==> config.mk <==
export PLATFORM = sky130hd
export DESIGN_NAME = data_cache_ctrl
export DESIGN_NICKNAME = d
export VERILOG_FILES = /design/src/rtl/data_cache_ctrl.sv
export SDC_FILE = /design/constraint.sdc
export NUM_CORES = 1
export LEC_CHECK = 0
export BUFFER_PORTS_ARGS = -buffer_cell sky130_fd_sc_hd__clkbuf_2
export CORE_ASPECT_RATIO = 0.5
export CORE_MARGIN = 2
export CORE_UTILIZATION = 55
export CTS_CLUSTER_DIAMETER = 50
export DETAILED_ROUTE_END_ITERATION = 12
export PLACE_DENSITY = 0.84
export SLEW_MARGIN = 20
export SYNTH_ARGS = -nofsm -noshare
export SYNTH_HDL_FRONTEND = slang
export SYNTH_SLANG_ARGS = --single-unit
==> constraint.sdc <==
create_clock -name clk -period 6.87 [get_ports clk]
set_input_delay 0.687 -clock clk [delete_from_list [all_inputs] [get_ports clk]]
set_output_delay 0.687 -clock clk [all_outputs]
set_load 0.02 [all_outputs]
==> src/rtl/data_cache_ctrl.sv <==
// Direct-mapped write-through, no-write-allocate data cache controller.
// Optional hit/miss counters are built when CACHE_STATS_EN is defined.
module data_cache_ctrl #(
    parameter int INDEX_BITS = 4
) (
    input  logic        clk,
    input  logic        rst,
    input  logic [31:0] addr,
    input  logic [31:0] wdata,
    input  logic        read_en,
    input  logic        write_en,
    input  logic        half,
    output logic [31:0] rdata,
    output logic        stall,
    output logic        mem_req,
    output logic        mem_we,
    output logic [31:0] mem_addr,
    output logic [31:0] mem_wdata,
    output logic [3:0]  mem_be,
    input  logic [31:0] mem_rdata,
`ifdef CACHE_STATS_EN
    output logic [15:0] hit_cnt,
    output logic [15:0] miss_cnt,
`endif
    input  logic        mem_ready
);

    localparam int LINES = 1 << INDEX_BITS;
    localparam int TAG_W = 30 - INDEX_BITS;

    localparam logic [1:0] IDLE  = 2'd0;
    localparam logic [1:0] FILL  = 2'd1;
    localparam logic [1:0] WRITE = 2'd2;

    logic [1:0]       state_q, state_d;
    logic [LINES-1:0] valid_q;
    logic [TAG_W-1:0] tag_q  [LINES];
    logic [31:0]      data_q [LINES];

    logic [INDEX_BITS-1:0] idx;
    logic [TAG_W-1:0]      tag;
    logic                  hit;
    logic                  in_idle;
    logic                  fill_done;
    logic                  write_hit;
    logic [31:0]           line_word;
    logic [31:0]           src_word;
    logic [15:0]           half_sel;
    logic [31:0]           merged;
    logic [3:0]            lane_be;
    logic                  stall_c;
    logic                  req_c;
    logic                  we_c;
    logic [3:0]            be_c;
    logic                  unused_addr0;

    assign idx       = addr[INDEX_BITS+1:2];
    assign tag       = addr[31:INDEX_BITS+2];
    assign hit       = valid_q[idx] && (tag_q[idx] == tag);
    assign in_idle   = (state_q == IDLE);
    assign fill_done = (state_q == FILL) && mem_ready;
    assign write_hit = in_idle && write_en && hit;
    assign line_word = data_q[idx];
    assign unused_addr0 = addr[0];

    // During FILL the load is served straight from the memory bus.
    assign src_word = (state_q == FILL) ? mem_rdata : line_word;
    assign half_sel = addr[1] ? src_word[31:16] : src_word[15:0];
    assign rdata    = half ? {{16{half_sel[15]}}, half_sel} : src_word;

    assign merged = !half   ? wdata :
                    addr[1] ? {wdata[15:0], line_word[15:0]} :
                              {line_word[31:16], wdata[15:0]};

    assign lane_be   = !half ? 4'b1111 : (addr[1] ? 4'b1100 : 4'b0011);
    assign mem_addr  = {addr[31:2], 2'b00};
    assign mem_wdata = !half   ? wdata :
                       addr[1] ? {wdata[15:0], 16'h0000} :
                                 {16'h0000, wdata[15:0]};

    always_comb begin
        state_d = state_q;
        stall_c = 1'b0;
        req_c   = 1'b0;
        we_c    = 1'b0;
        be_c    = 4'b0000;
        unique case (state_q)
            IDLE: begin
                if (write_en) begin
                    stall_c = 1'b1;
                    state_d = WRITE;
                end else if (read_en && !hit) begin
                    stall_c = 1'b1;
                    state_d = FILL;
                end
            end
            FILL: begin
                req_c   = 1'b1;
                be_c    = 4'b1111;
                stall_c = ~mem_ready;
                if (mem_ready) state_d = IDLE;
            end
            WRITE: begin
                req_c   = 1'b1;
                we_c    = 1'b1;
                be_c    = lane_be;
                stall_c = ~mem_ready;
                if (mem_ready) state_d = IDLE;
            end
            default: state_d = IDLE;
        endcase
    end

    // Reset silences the bus and releases the CPU without waiting for a clock.
    assign stall   = stall_c & rst;
    assign mem_req = req_c & rst;
    assign mem_we  = we_c & rst;
    assign mem_be  = be_c & {4{rst}};

    always_ff @(posedge clk or negedge rst) begin
        if (!rst) begin
            state_q <= IDLE;
            valid_q <= '0;
        end else begin
            state_q <= state_d;
            if (fill_done) valid_q[idx] <= 1'b1;
        end
    end

    always_ff @(posedge clk) begin
        if (fill_done) begin
            tag_q[idx]  <= tag;
            data_q[idx] <= mem_rdata;
        end else if (write_hit) begin
            data_q[idx] <= merged;
        end
    end

`ifdef CACHE_STATS_EN
    logic [15:0] hit_q, miss_q;
    logic        rd_eval;

    assign rd_eval = in_idle && read_en && !write_en;

    always_ff @(posedge clk or negedge rst) begin
        if (!rst) begin
            hit_q  <= '0;
            miss_q <= '0;
        end else if (rd_eval) begin
            if (hit && hit_q != 16'hFFFF) hit_q <= hit_q + 16'd1;
            if (!hit && miss_q != 16'hFFFF) miss_q <= miss_q + 16'd1;
        end
    end

    assign hit_cnt  = hit_q;
    assign miss_cnt = miss_q;
`endif

endmodule

# [Yosys cells after proc, flatten, opt, wreduce, memory -nomap -nowiden]
# Memories as Yosys holds them, arrays and structs flattened.
# Cells that the tools add are included.
[op_classes] magnitude_cmp=2 eq_ne=5 muxes=29 bitwise=7 reduce_logical=10
[ops] cell="$mux W32" count=7
[ops] cell="$eq A26 B26 Y1" count=1
[ops] cell="$mux W16" count=1
[ops] cell="$or A16 B16 Y16" count=1
[ops] cell="$mux W1" count=11
[ops] cell="$mux W4" count=2
[ops] cell="$pmux W4 S2" count=1
[ops] cell="$logic_and A1 B1 Y1" count=6
[ops] cell="$mux W2" count=3
[ops] cell="$lt A4 B5 Y1 const B" count=1
[ops] cell="$and A4 B4 Y4" count=1
[ops] cell="$bmux W1 S4" count=1
[ops] cell="$demux W1 S4" count=1
[ops] cell="$ge A4 B1 Y1 const B" count=1
[ops] cell="$pmux W2 S2" count=1
[ops] cell="$and A1 B1 Y1" count=3
[ops] cell="$ne A3 B2 Y1 const B" count=1
[ops] cell="$eq A2 B1 Y1 const B" count=1
[ops] cell="$eq A2 B2 Y1 const B" count=1
[ops] cell="$logic_not A2 Y1" count=1
[ops] cell="$ne A2 B1 Y1 const B" count=1
[ops] cell="$pmux W1 S2" count=1
[ops] cell="$reduce_and A2 Y1" count=1
[ops] cell="$reduce_or A2 Y1" count=1
[ops] cell="other kinds (3)" count=3
[totals] reg_bits=18 ramBits=928 input_bits=102 out_inout_bits=103 word_cells=57 n_memories=2
[memory_table] memory="data_q" depth=16 width=32 read_ports=1 rd_ports_with_merged_regs=0 wr=1 line_no="38" rtl="logic [31:0] data_q [LINES];"
[memory_table] memory="tag_q" depth=16 width=26 read_ports=1 rd_ports_with_merged_regs=0 wr=1 line_no="37" rtl="logic [TAG_W-1:0] tag_q [LINES];"

# [Depth between registers and ports, before layout]
[depth] ltp_word=9 depth_mapped=15 depth_no_buf=8

# [Least setup slack after synthesis]
# OpenSTA, ideal clock, no wires.
[synth_path] kind="in2reg" start="input port addr[3]" end="memory data_q[4][0], enable pin" t_arrival_ps=5930 required_time_ps=6400 slack_ps=470 stages=12 path_buffers=5 cell_sequence="buf_6 > buf_6 > buf_4 > buf_2 > mux4_2 > mux2_2 > or2_2 > a2111oi_0 > nor2_1 > or4_1 > buf_6 > a211oi_1"
[synth_between] elab_chain_cells=8
[synth_lines] item="from (decl)" line_no="8" rtl="input logic [31:0] addr,"
[synth_lines] item="$mem_v2 Z16 W26 or $bmux W1 S4 (tied branches)"
[synth_lines] item="$eq A26 B26 Y1 or $mux W1 (tied branches)" line_no="59" rtl="assign hit = valid_q[idx] && (tag_q[idx] == tag);"
[synth_lines] item="$logic_and A1 B1 Y1" line_no="59"
[synth_lines] item="$logic_and A1 B1 Y1" line_no="62" rtl="assign write_hit = in_idle && write_en && hit;"
[synth_lines] item="$mux W1" line_no="134" rtl="end else if (write_hit) begin"
[synth_lines] item="$mux W1" line_no="131" rtl="if (fill_done) begin"
[synth_lines] item="$mux W1 (not written as such)" line_no="135" rtl="data_q[idx] <= merged;"
[synth_lines] item="$or A1 B1 Y1 (no line)"
[synth_lines] item="to (decl)" line_no="38"
# Parallel ways exist; a longest one is shown, timed or not. The select of a mux whose other input is x is not followed.

# [Worst setup path in the final report]
[layout_path] start="input port addr[3]" end="output port stall"
[layout_between] elab_chain_cells=9
[layout_lines] item="$mem_v2 Z16 W26 or $bmux W1 S4 (tied branches)"
[layout_lines] item="$eq A26 B26 Y1 or $mux W1 (tied branches)" line_no="59"
[layout_lines] item="$logic_and A1 B1 Y1 (*)" line_no="59"
[layout_lines] item="$logic_not A1 Y1 (*)" line_no="92" rtl="end else if (read_en && !hit) begin"
[layout_lines] item="$logic_and A1 B1 Y1 (*)" line_no="92"
[layout_lines] item="$mux W1 (*)" line_no="92"
[layout_lines] item="$mux W1 (*)" line_no="89" rtl="if (write_en) begin"
[layout_lines] item="$pmux W1 S2 (*)" line_no="87" rtl="unique case (state_q)"
[layout_lines] item="$and A1 B1 Y1 (*)" line_no="115" rtl="assign stall = stall_c & rst;"
[layout_lines] item="to (decl)" line_no="14" rtl="output logic stall,"
# Every way passes the cells marked *; elsewhere a longest branch is shown, timed or not. The select of a mux whose other input is x is not followed.

==> flow_summary.json <==
{
  "clockBufferDepth": 3,
  "switching_share_pct": 23.7,
  "dpl.hpwl_mm": 53.3,
  "globalplace.congestion": 0.881,
  "die_h_um": 192,
  "regArea_sq_mm": 0.0283,
  "slew_headroom_pct": 22.3,
  "critPathLaunchType": "input port",
  "postPlaceCellArea_sq_mm": 0.0411,
  "ctsResizeCount": 0,
  "rsz0062_at_grt": "no",
  "r2r_cells": 10,
  "tritoncts": "done",
  "tightest_slew_ps": 1150,
  "finalSetupTns_ps": 0,
  "p_leak_nw": 14.5,
  "root_buffer": "clkbuf_16",
  "multiInputGateArea_sq_mm": 0.00996,
  "die-area_sq_mm": 0.0732,
  "slew_violations": 0,
  "cap_violations": 0,
  "finalSetupViolations": 0,
  "dr.pass1.iters": 7,
  "cellPowerDensity_mw_per_mm2": 288,
  "ys.flop_type": "edfxtp_1",
  "p_int_mw": 9.67,
  "holdCritStartpoint": "read_en",
  "p_switching_mw": 3.01,
  "whs_path_depth": 3,
  "grt_pass1_wl_mm": 141,
  "cts_max_level": 3,
  "cts_made_buffers": 81,
  "layout_common_cells": "928 x edfxtp_1, 235 x mux4_2, 197 x clkbuf_2",
  "core_sq_mm": 0.0695,
  "arrival_ps": 5040,
  "ys_seq_elements": 946,
  "hold_violations": 0,
  "worst-r2r-setup-slack_ps": 1740,
  "ys_seq_area_share_pct": 72.6,
  "clock_latency_ps": 650,
  "portBuffers": 201,
  "skew_ps": 37.2,
  "power_frac_seq_pct": 51.0,
  "syn_inst": 1949,
  "ir_worst_vdd_mv": 0.248,
  "post-route-cell-area_sq_mm": 0.0441,
  "antenna_found_initial": 0,
  "ant_nets": 0,
  "die_x_um": 381,
  "numClockSinks": 946,
  "setup.worst_path.class": "input port to output pin",
  "grt_max_degree": 102,
  "post-cts-setup-buffers": 0,
  "vias": 20866,
  "drt_iter0_markers": 2851,
  "synthArstFlopShare_pct": 1.90,
  "holdWs_ps": 310,
  "r2r-start": "tag_q[3][4]$_DFFE_PP_",
  "first_global_vias": 21198,
  "synth_enable_flop_cells": 928,
  "layout.nets": 2259,
  "n_fill_cell": 4389,
  "clkTransAtPathRegs_ps": 70,
  "min_path_type": "input port to flop",
  "min_to": "state_q[0]$_DFFE_PN0P_",
  "avgSynthCellArea_sq_um": 20.0,
  "ioPinCount": 205,
  "synth_cell_types": 68,
  "fin_crit_ps": 5730,
  "final_common_cell": "edfxtp_1",
  "synthesis.area_sq_mm": 0.0390,
  "clock.fmax_mhz": 174,
  "ys_warn_count": 0,
  "utilization_pct": 63.4,
  "grtUsageTotal_pct": 26.9,
  "finalCritPeriodShare_pct": 83.4,
  "pwr-share-comb_pct": 10.9,
  "crit_required_ps": 6180,
  "cts_hold_buf": 1,
  "rows": 68,
  "r2r-end": "data_q[3][9]$_DFFE_PP_",
  "post_drt_wl_per_cell_um": 31.1,
  "pwr-share-clk_pct": 38.1,
  "grt_remaining_overflow": 0,
  "syn_to_final_growth_pct": 13.1,
  "cp_max_fo": 51,
  "start_util_pct": 56.1,
  "drc_errors": 0,
  "status": "finished, final reports clean",
  "worstSetupEndpointType": "output pin",
  "drive_above_1_share_pct": 33.5,
  "vias_per_cell": 6.59,
  "routed_wl_mm": 98.3
}
## per-layer routing
layer  wire length [um]  track usage [%]  vias up
li1                   -                -     8404
met1              33700             33.6    10597
met2              48300             44.1     1498
met3               9220             4.82      367
met4               7080             17.6        0
met5                  0                0        -
## synth_stat cells, drive strengths merged (3+ instances only)
master | n | area, sq um
nand2b | 12 | 75.1
nor2b | 26 | 163
a21oi | 38 | 190
nand2 | 39 | 146
nand4 | 6 | 37.5
buf | 95 | 638
ha | 4 | 50.1
a221oi | 4 | 35.0
a22oi | 9 | 67.6
o21ai | 44 | 220
nand3 | 16 | 80.1
o22ai | 24 | 150
edfxtp | 928 | 27900
a211oi | 29 | 268
nor4 | 3 | 33.8
nor3 | 11 | 55.1
mux2i | 86 | 861
xor2 | 7 | 61.3
and2 | 21 | 131
mux4 | 239 | 5400
nand3b | 3 | 22.5
o2111ai | 3 | 26.3
a22o | 3 | 26.3
a21o | 17 | 128
dfrtp | 18 | 450
nor2 | 29 | 109
or3 | 3 | 18.8
and4 | 6 | 52.6
or2 | 21 | 131
xnor2 | 11 | 104
a2111oi | 8 | 108
clkbuf | 49 | 184
mux2 | 56 | 631
o211ai | 5 | 37.5
inv | 47 | 176
## logic make-up (layout without fill, tap and decap cells)
logic type / Yosys count / in the layout / synth area share, %
flip-flops: 946 / 946 / 72.6
adder cells (fa/ha/maj): 4 / 4 / 0.128
multiplexers: 381 / 381 / 17.7
XOR/XNOR: 18 / 18 / 0.424
other: 1 / 3 / 0.00962
AO/OA/AOI/OAI: 204 / 204 / 3.68
buffers and inverters: 191 / 459 / 2.56
AND/OR/NAND/NOR: 204 / 204 / 2.89
## worst max path at each step
stage	to	start	depth (start not counted)	slack, ps
5_1_grt	stall	addr[3]	10	910
6_report	stall	addr[3]	10	1140
3_5_place_dp	data_q[3][12]$_DFFE_PP_	addr[3]	12	980
3_3_place_gp	data_q[1][9]$_DFFE_PP_	addr[3]	11	1030
2_1_floorplan	data_q[4][0]$_DFFE_PP_	addr[3]	12	470
4_1_cts	stall	addr[3]	10	1140
## layout make-up
class | count | share of cell area, %
well taps | 945 | 2.68
clock buffers | 96 | 4.87
diodes | 1 | 0.00568
inverters | 47 | 0.403
clock inverters | 52 | 1.42
multi-input cells | 813 | 22.6
flip-flops and latches | 946 | 64.2
repair buffers | 264 | 3.79
## per-stage QoR
| stage | worst slack (ps) | power (mW) | std cells |
|---|---|---|---|
| 3_3_place_gp | 1030 | 7.89 | 3006 |
| 3_5_place_dp | 984 | 7.93 | 3008 |
| 4_1_cts | 1140 | 12.7 | 3157 |
| 2_1_floorplan | 470 | 7.43 | 1950 |
| 5_1_grt | 910 | 13.0 | 3163 |
| 6_report | 1140 | 12.7 | 3164 |
## power by group through the flow
stage	clock [mW]	sequential, mW	combinational [mW]
floorplan	0	6.58	0.846
global placement	0	6.59	1.30
detailed placement	0	6.60	1.33
CTS	4.86	6.47	1.35
global route	5.06	6.48	1.43
finish	4.83	6.47	1.38
## worst max-delay path: stages
cell and delay, ps:
buf_8 410, buf_4 720, mux4_2 350, mux2i_1 90, o41ai_1 730, nand3_1 130, or4_1 660, nor4b_1 770
o21ai_0 220, clkbuf_2 200
## registers in the layout (all words and copies together), names as in the netlist
name	count
state_q	2
data_q	512
tag_q	416
valid_q	16
No activity file was read; power rests on OpenSTA's default activity.
